### src/rtl/watchdog_multi_ch.sv
// Multi-channel window watchdog with a key-protected configuration window.
// Each channel reports OK/early/timeout/locked-write events and can request a system reset.
module watchdog_multi_ch #(
    parameter int unsigned NCH  = 4,
    parameter int unsigned CW   = 16,
    parameter int unsigned RSTW = 8,
    parameter logic [15:0] KEY1 = 16'hAAAA,
    parameter logic [15:0] KEY2 = 16'h5555,
    parameter int unsigned UNLK = 4
) (
    input  logic             CLK,
    input  logic             RST,
    input  logic             WE,
    input  logic [2:0]       ABUS,
    input  logic [2:0]       SEL,
    input  logic [15:0]      DBUS,
    output logic             RSTOUT,
    output logic [NCH-1:0]   WDFAIL,
    output logic [3*NCH-1:0] FLSTAT,
    output logic             UNLOCKED
);

    localparam int unsigned RCW = $clog2(RSTW + 1);
    localparam int unsigned UCW = $clog2(UNLK + 1);

    localparam logic [2:0] FL_OK     = 3'b001;
    localparam logic [2:0] FL_EARLY  = 3'b010;
    localparam logic [2:0] FL_LOCKED = 3'b011;
    localparam logic [2:0] FL_TOUT   = 3'b100;
    localparam logic [2:0] FL_RESET  = 3'b111;

    typedef enum logic [2:0] {
        A_FRAME = 3'd0,
        A_SERV  = 3'd1,
        A_KICK  = 3'd2,
        A_LIMIT = 3'd3,
        A_EN    = 3'd4,
        A_KEY   = 3'd7
    } addr_e;

    typedef enum logic [1:0] {
        ST_IDLE,
        ST_CLOSED,
        ST_OPEN
    } ch_state_e;

    logic           key1_q, key1_d;
    logic [UCW-1:0] unlk_q, unlk_d;
    logic [RCW-1:0] rcnt_q, rcnt_d;
    logic [NCH-1:0] req;
    logic [CW-1:0]  wdata;
    logic           key_wr, cfg_wr, unlocked;

    assign wdata    = CW'(DBUS);
    assign key_wr   = WE && (ABUS == A_KEY);
    assign cfg_wr   = WE && ((ABUS == A_FRAME) || (ABUS == A_SERV) ||
                             (ABUS == A_LIMIT) || (ABUS == A_EN));
    assign unlocked = (unlk_q != '0);

    // Any WE that is not the expected key write drops a pending KEY1.
    always_comb begin
        key1_d = key1_q;
        unlk_d = unlk_q;
        if (unlk_q != '0) begin
            unlk_d = unlk_q - UCW'(1);
        end
        if (WE) begin
            if (key_wr && (DBUS == KEY1)) begin
                key1_d = 1'b1;
            end else if (key_wr && (DBUS == KEY2) && key1_q) begin
                key1_d = 1'b0;
                unlk_d = UCW'(UNLK);
            end else begin
                key1_d = 1'b0;
            end
        end
    end

    always_comb begin
        rcnt_d = rcnt_q;
        if (req != '0) begin
            rcnt_d = RCW'(RSTW);
        end else if (rcnt_q != '0) begin
            rcnt_d = rcnt_q - RCW'(1);
        end
    end

    always_ff @(posedge CLK or posedge RST) begin
        if (RST) begin
            key1_q <= 1'b0;
            unlk_q <= '0;
            rcnt_q <= '0;
        end else begin
            key1_q <= key1_d;
            unlk_q <= unlk_d;
            rcnt_q <= rcnt_d;
        end
    end

    assign RSTOUT   = (rcnt_q != '0);
    assign UNLOCKED = unlocked;

    for (genvar i = 0; i < NCH; i++) begin : g_ch
        logic [CW-1:0] frame_q, frame_d, serv_q, serv_d, lim_q, lim_d;
        logic [CW-1:0] cnt_q, cnt_d, fail_q, fail_d, fail_inc, lim_eff;
        logic [2:0]    fl_q, fl_d;
        logic          en_q, en_d, pulse_q, pulse_d, req_c, fail_ev;
        logic          sel_hit, kick;
        ch_state_e     st;

        assign sel_hit  = (SEL == 3'(i));
        assign kick     = WE && (ABUS == A_KICK) && sel_hit;
        assign fail_inc = (fail_q == '1) ? fail_q : fail_q + CW'(1);
        assign lim_eff  = (lim_q == '0) ? CW'(1) : lim_q;

        always_comb begin
            if (!en_q || (frame_q == '0)) begin
                st = ST_IDLE;
            end else if ((serv_q >= frame_q) || (cnt_q >= frame_q - serv_q)) begin
                st = ST_OPEN;
            end else begin
                st = ST_CLOSED;
            end
        end

        always_comb begin
            frame_d = frame_q;
            serv_d  = serv_q;
            lim_d   = lim_q;
            en_d    = en_q;
            cnt_d   = cnt_q;
            fail_d  = fail_q;
            fl_d    = fl_q;
            pulse_d = 1'b0;
            req_c   = 1'b0;
            fail_ev = 1'b0;
            if (cfg_wr && sel_hit) begin
                if (unlocked) begin
                    case (ABUS)
                        A_FRAME: frame_d = wdata;
                        A_SERV:  serv_d  = wdata;
                        A_LIMIT: lim_d   = wdata;
                        default: en_d    = DBUS[0];
                    endcase
                    cnt_d  = '0;
                    fail_d = '0;
                end else begin
                    fl_d = FL_LOCKED;
                end
            end else if (st != ST_IDLE) begin
                // A kick in the last cycle of the frame pre-empts the timeout.
                if (kick) begin
                    cnt_d = '0;
                    if (st == ST_OPEN) begin
                        fl_d = FL_OK;
                    end else begin
                        fl_d    = FL_EARLY;
                        fail_ev = 1'b1;
                    end
                end else if (cnt_q == frame_q - CW'(1)) begin
                    cnt_d   = '0;
                    fl_d    = FL_TOUT;
                    fail_ev = 1'b1;
                end else begin
                    cnt_d = cnt_q + CW'(1);
                end
                if (fail_ev) begin
                    pulse_d = 1'b1;
                    if (fail_inc >= lim_eff) begin
                        fl_d   = FL_RESET;
                        fail_d = '0;
                        req_c  = 1'b1;
                    end else begin
                        fail_d = fail_inc;
                    end
                end
            end
        end

        always_ff @(posedge CLK or posedge RST) begin
            if (RST) begin
                frame_q <= '0;
                serv_q  <= '0;
                lim_q   <= '0;
                en_q    <= 1'b0;
                cnt_q   <= '0;
                fail_q  <= '0;
                fl_q    <= '0;
                pulse_q <= 1'b0;
            end else begin
                frame_q <= frame_d;
                serv_q  <= serv_d;
                lim_q   <= lim_d;
                en_q    <= en_d;
                cnt_q   <= cnt_d;
                fail_q  <= fail_d;
                fl_q    <= fl_d;
                pulse_q <= pulse_d;
            end
        end

        assign req[i]           = req_c;
        assign WDFAIL[i]        = pulse_q;
        assign FLSTAT[3*i +: 3] = fl_q;
    end

endmodule
### config.mk
export PLATFORM = sky130hd
export DESIGN_NAME = watchdog_multi_ch
export DESIGN_NICKNAME = d
export VERILOG_FILES = /design/src/rtl/watchdog_multi_ch.sv
export SDC_FILE = /design/constraint.sdc
export NUM_CORES = 1
export LEC_CHECK = 0
export ABC_CLOCK_PERIOD_IN_PS = 25600
export CORE_AREA = 4 4 230 400
export DETAILED_ROUTE_END_ITERATION = 7
export DIE_AREA = 0 0 234 404
export HOLD_SLACK_MARGIN = 0.08
export REMOVE_ABC_BUFFERS = 1
export SLEW_MARGIN = 20
export SYNTH_ARGS = -nofsm -noshare
export SYNTH_HDL_FRONTEND = slang
export SYNTH_SLANG_ARGS = --single-unit
### constraint.sdc
create_clock -name CLK -period 25.6 [get_ports CLK]
set_input_delay 6.4 -clock CLK [delete_from_list [all_inputs] [get_ports CLK]]
set_output_delay 6.4 -clock CLK [all_outputs]
set_load 0.01 [all_outputs]
==> reports/qor.csv <==
metric,value,unit
synth.yosys.seq_area_share,0.353,
ys_warn_count,0,
dpl.hpwl,54.9,mm
cts-htree-levels,2,
insertion_delay,0.56,ns
globalRouteOverflowTotal,0,
leakage,13.1,nW
min_from,g_ch[2].serv_q[3]$_DFFE_PP0P_,
synth.top_cell.area_share,0.353,
portBuffers,42,
cts_setup_buffers,0,
synthDistinctLibCells,94,
drt-total-wl,72.9,mm
setup.worst_path.start_class,primary input,
report.final.hold_viol_count,0,
area_growth,12.1,%
peakVddDrop,0.0606,mV
start_util,0.277,
cts_root_buf,clkbuf_16,
crit_path_cell_trace,"clkdlybuf4s50_1, nand2_1, or3_1, nor2_1, nand2_1, a2111oi_0, o211ai_1, a21oi_2, buf_4, a21oi_2, a221o_1",
crit_start,ABUS[1],
worstPathArrival,9.71,ns
critPathRequiredTime,26.04,ns
yosys.area.top_type,dfrtp_1,
path_class,primary input to flip-flop,
timing.hold.ws,0.506,ns
path_delay_family,compound AO/OA/AOI/OAI gates,
status,finished clean,
grt_pass1_wl,115,mm
syn_inst,2779,
vias,20600,
cts_resized,0,
drt-initial-drc-count,1275,
critPathBufInv,2,
drive_above_1_share,0.0992,
drt-wirelength-per-cell,18.3,µm
ys_top_cells_by_area,"dfrtp_1 (35%), ha_1 (11%), o21ai_0 (4.9%)",
ys_ff_latch,348,
cts_buffers,36,
grt_usage,0.153,
min_path_type,flip-flop to flip-flop,
max_stage_delay,0.57,ns
cts_buffer_depth,3,
ant_nets,0,
final_common_cell,dfrtp_1,
worst_pin_slew,1.01,ns
clock-sinks,348,
worst_path_max_delay_cell,clkdlybuf4s50_1,
drc,0,
die-height,404,µm
p_per_area,67.6,mW/mm²
rsz0062_at_grt,false,
rr_startpoint,g_ch[2].frame_q[2]$_DFFE_PP0P_,
grt_pass1_vias,21000,
finalCritPeriodShare,0.362,
power,1.87,mW
cts_hold_buffers,0,
finalClockSkew,0.0185,ns
first_pass_iters,5,
via_per_inst,5.17,
synthArstFlopShare,1.00,
die-area,0.0945,mm²
slew_viol_final,0,
setup.worst_path.end_class,flip-flop,
avgSynthCellArea,8.87,µm²
fp.coreArea,0.0891,mm²
die_w,234,µm
grt_max_degree,161,
gp_congestion,0.936,
setup_violations,0,
tns,0,ns
antenna_found_initial,3,
row_count,145,
min_period,9.27,ns
syn_area,0.0246,mm²
synth_edf_count,0,
ys.flop_type,dfrtp_1,
slew_headroom,0.309,
num_io_pins,43,
mostFrequentLayoutCells,"dfrtp_1 (348), nand2_1 (282), o21ai_0 (238)",
cts_tree,built,
cap_viol_max_count,0,
layout.nets,3024,
max_clock_freq,0.108,GHz
critical_path.max_fanout,20,
path_clk_slew,0.07,ns
## cell type report
class	instances	area (µm²)
clock inverter	24	277
sequential	348	8710
multi-input combinational	2138	14800
tap	1176	1470
timing repair buffer	77	699
inverter	184	698
clock buffer	42	975
antenna	2	5.00
fill	9412	61500
## cell usage after synthesis, drive strengths merged (34+ instances only)
cell,n
xor2,85
nor2,142
xnor2,83
clkbuf,77
o21ai,259
nand4,61
inv,184
dfrtp,348
and3,66
nand2,282
a21oi,124
nand3,96
ha,210
nand2b,34
nor3,78
mux2,104
a21o,75
nor4,44
## power breakdown
group,switching [mW],leakage [nW],internal [mW]
Combinational,0.362,8.13,0.251
Sequential,0.0720,4.32,0.611
Clock,0.245,0.621,0.328
Total,0.679,13.1,1.19
## kinds of logic (layout without fill, tap and decap cells)
family	Yosys count	after routing	share of synthesized area
AO/OA/AOI/OAI	660	660	0.169
XOR/XNOR	168	168	0.0597
adder cells (fa/ha/maj)	214	214	0.110
buffers and inverters	293	327	0.0477
flip-flops	348	348	0.353
multiplexers	110	110	0.0501
other	0	2	0
AND/OR/NAND/NOR	986	986	0.210
## path summary, 6_finish.rpt
kind	end	slack, ns	cells after the start
hold / removal	g_ch[2].serv_q[3]$_DFFE_PP0P_	0.51	1
hold reg to reg	g_ch[2].serv_q[3]$_DFFE_PP0P_	0.51	1
setup / recovery	g_ch[0].fail_q[8]$_DFFE_PP0P_	16.33	11
max in group asynchronous	g_ch[1].lim_q[4]$_DFFE_PP0P_	16.83	4
setup reg to reg	g_ch[2].fail_q[6]$_DFFE_PP0P_	20.32	17
min in group asynchronous	g_ch[2].fail_q[13]$_DFFE_PP0P_	6.42	2
## flip-flops by register name (all words and copies together), names as in the netlist
register	flops
g_ch.fail_q	64
g_ch.fl_q	12
g_ch.frame_q	64
g_ch.pulse_q	4
unlk_q	3
g_ch.cnt_q	64
rcnt_q	4
g_ch.serv_q	64
g_ch.lim_q	64
g_ch.en_q	4
key1_q	1
## per-stage QoR
| step | util | cell area (µm²) | setup slack (ns) | cells |
|---|---|---|---|---|
| finish | 0.310 | 27600 | 16.33 | 3991 |
| global route | 0.310 | 27600 | 16.12 | 3990 |
| CTS | 0.310 | 27600 | 16.40 | 3988 |
| detailed placement | 0.296 | 26300 | 15.81 | 3922 |
| global placement | 0.296 | 26300 | 15.95 | 3922 |
| floorplan | - | 24200 | 9.55 | 2670 |
## per-layer routing
metal / vias to the layer above / global-route usage / share of wire
met1: 10000 / 0.159 / 0.37
met3: 198 / 0.0188 / 0.034
met2: 412 / 0.293 / 0.54
met5: - / 0 / 0
met4: 0 / 0.0831 / 0.060
li1: 9999 / - / -
Power figures use the tool's default switching activity.
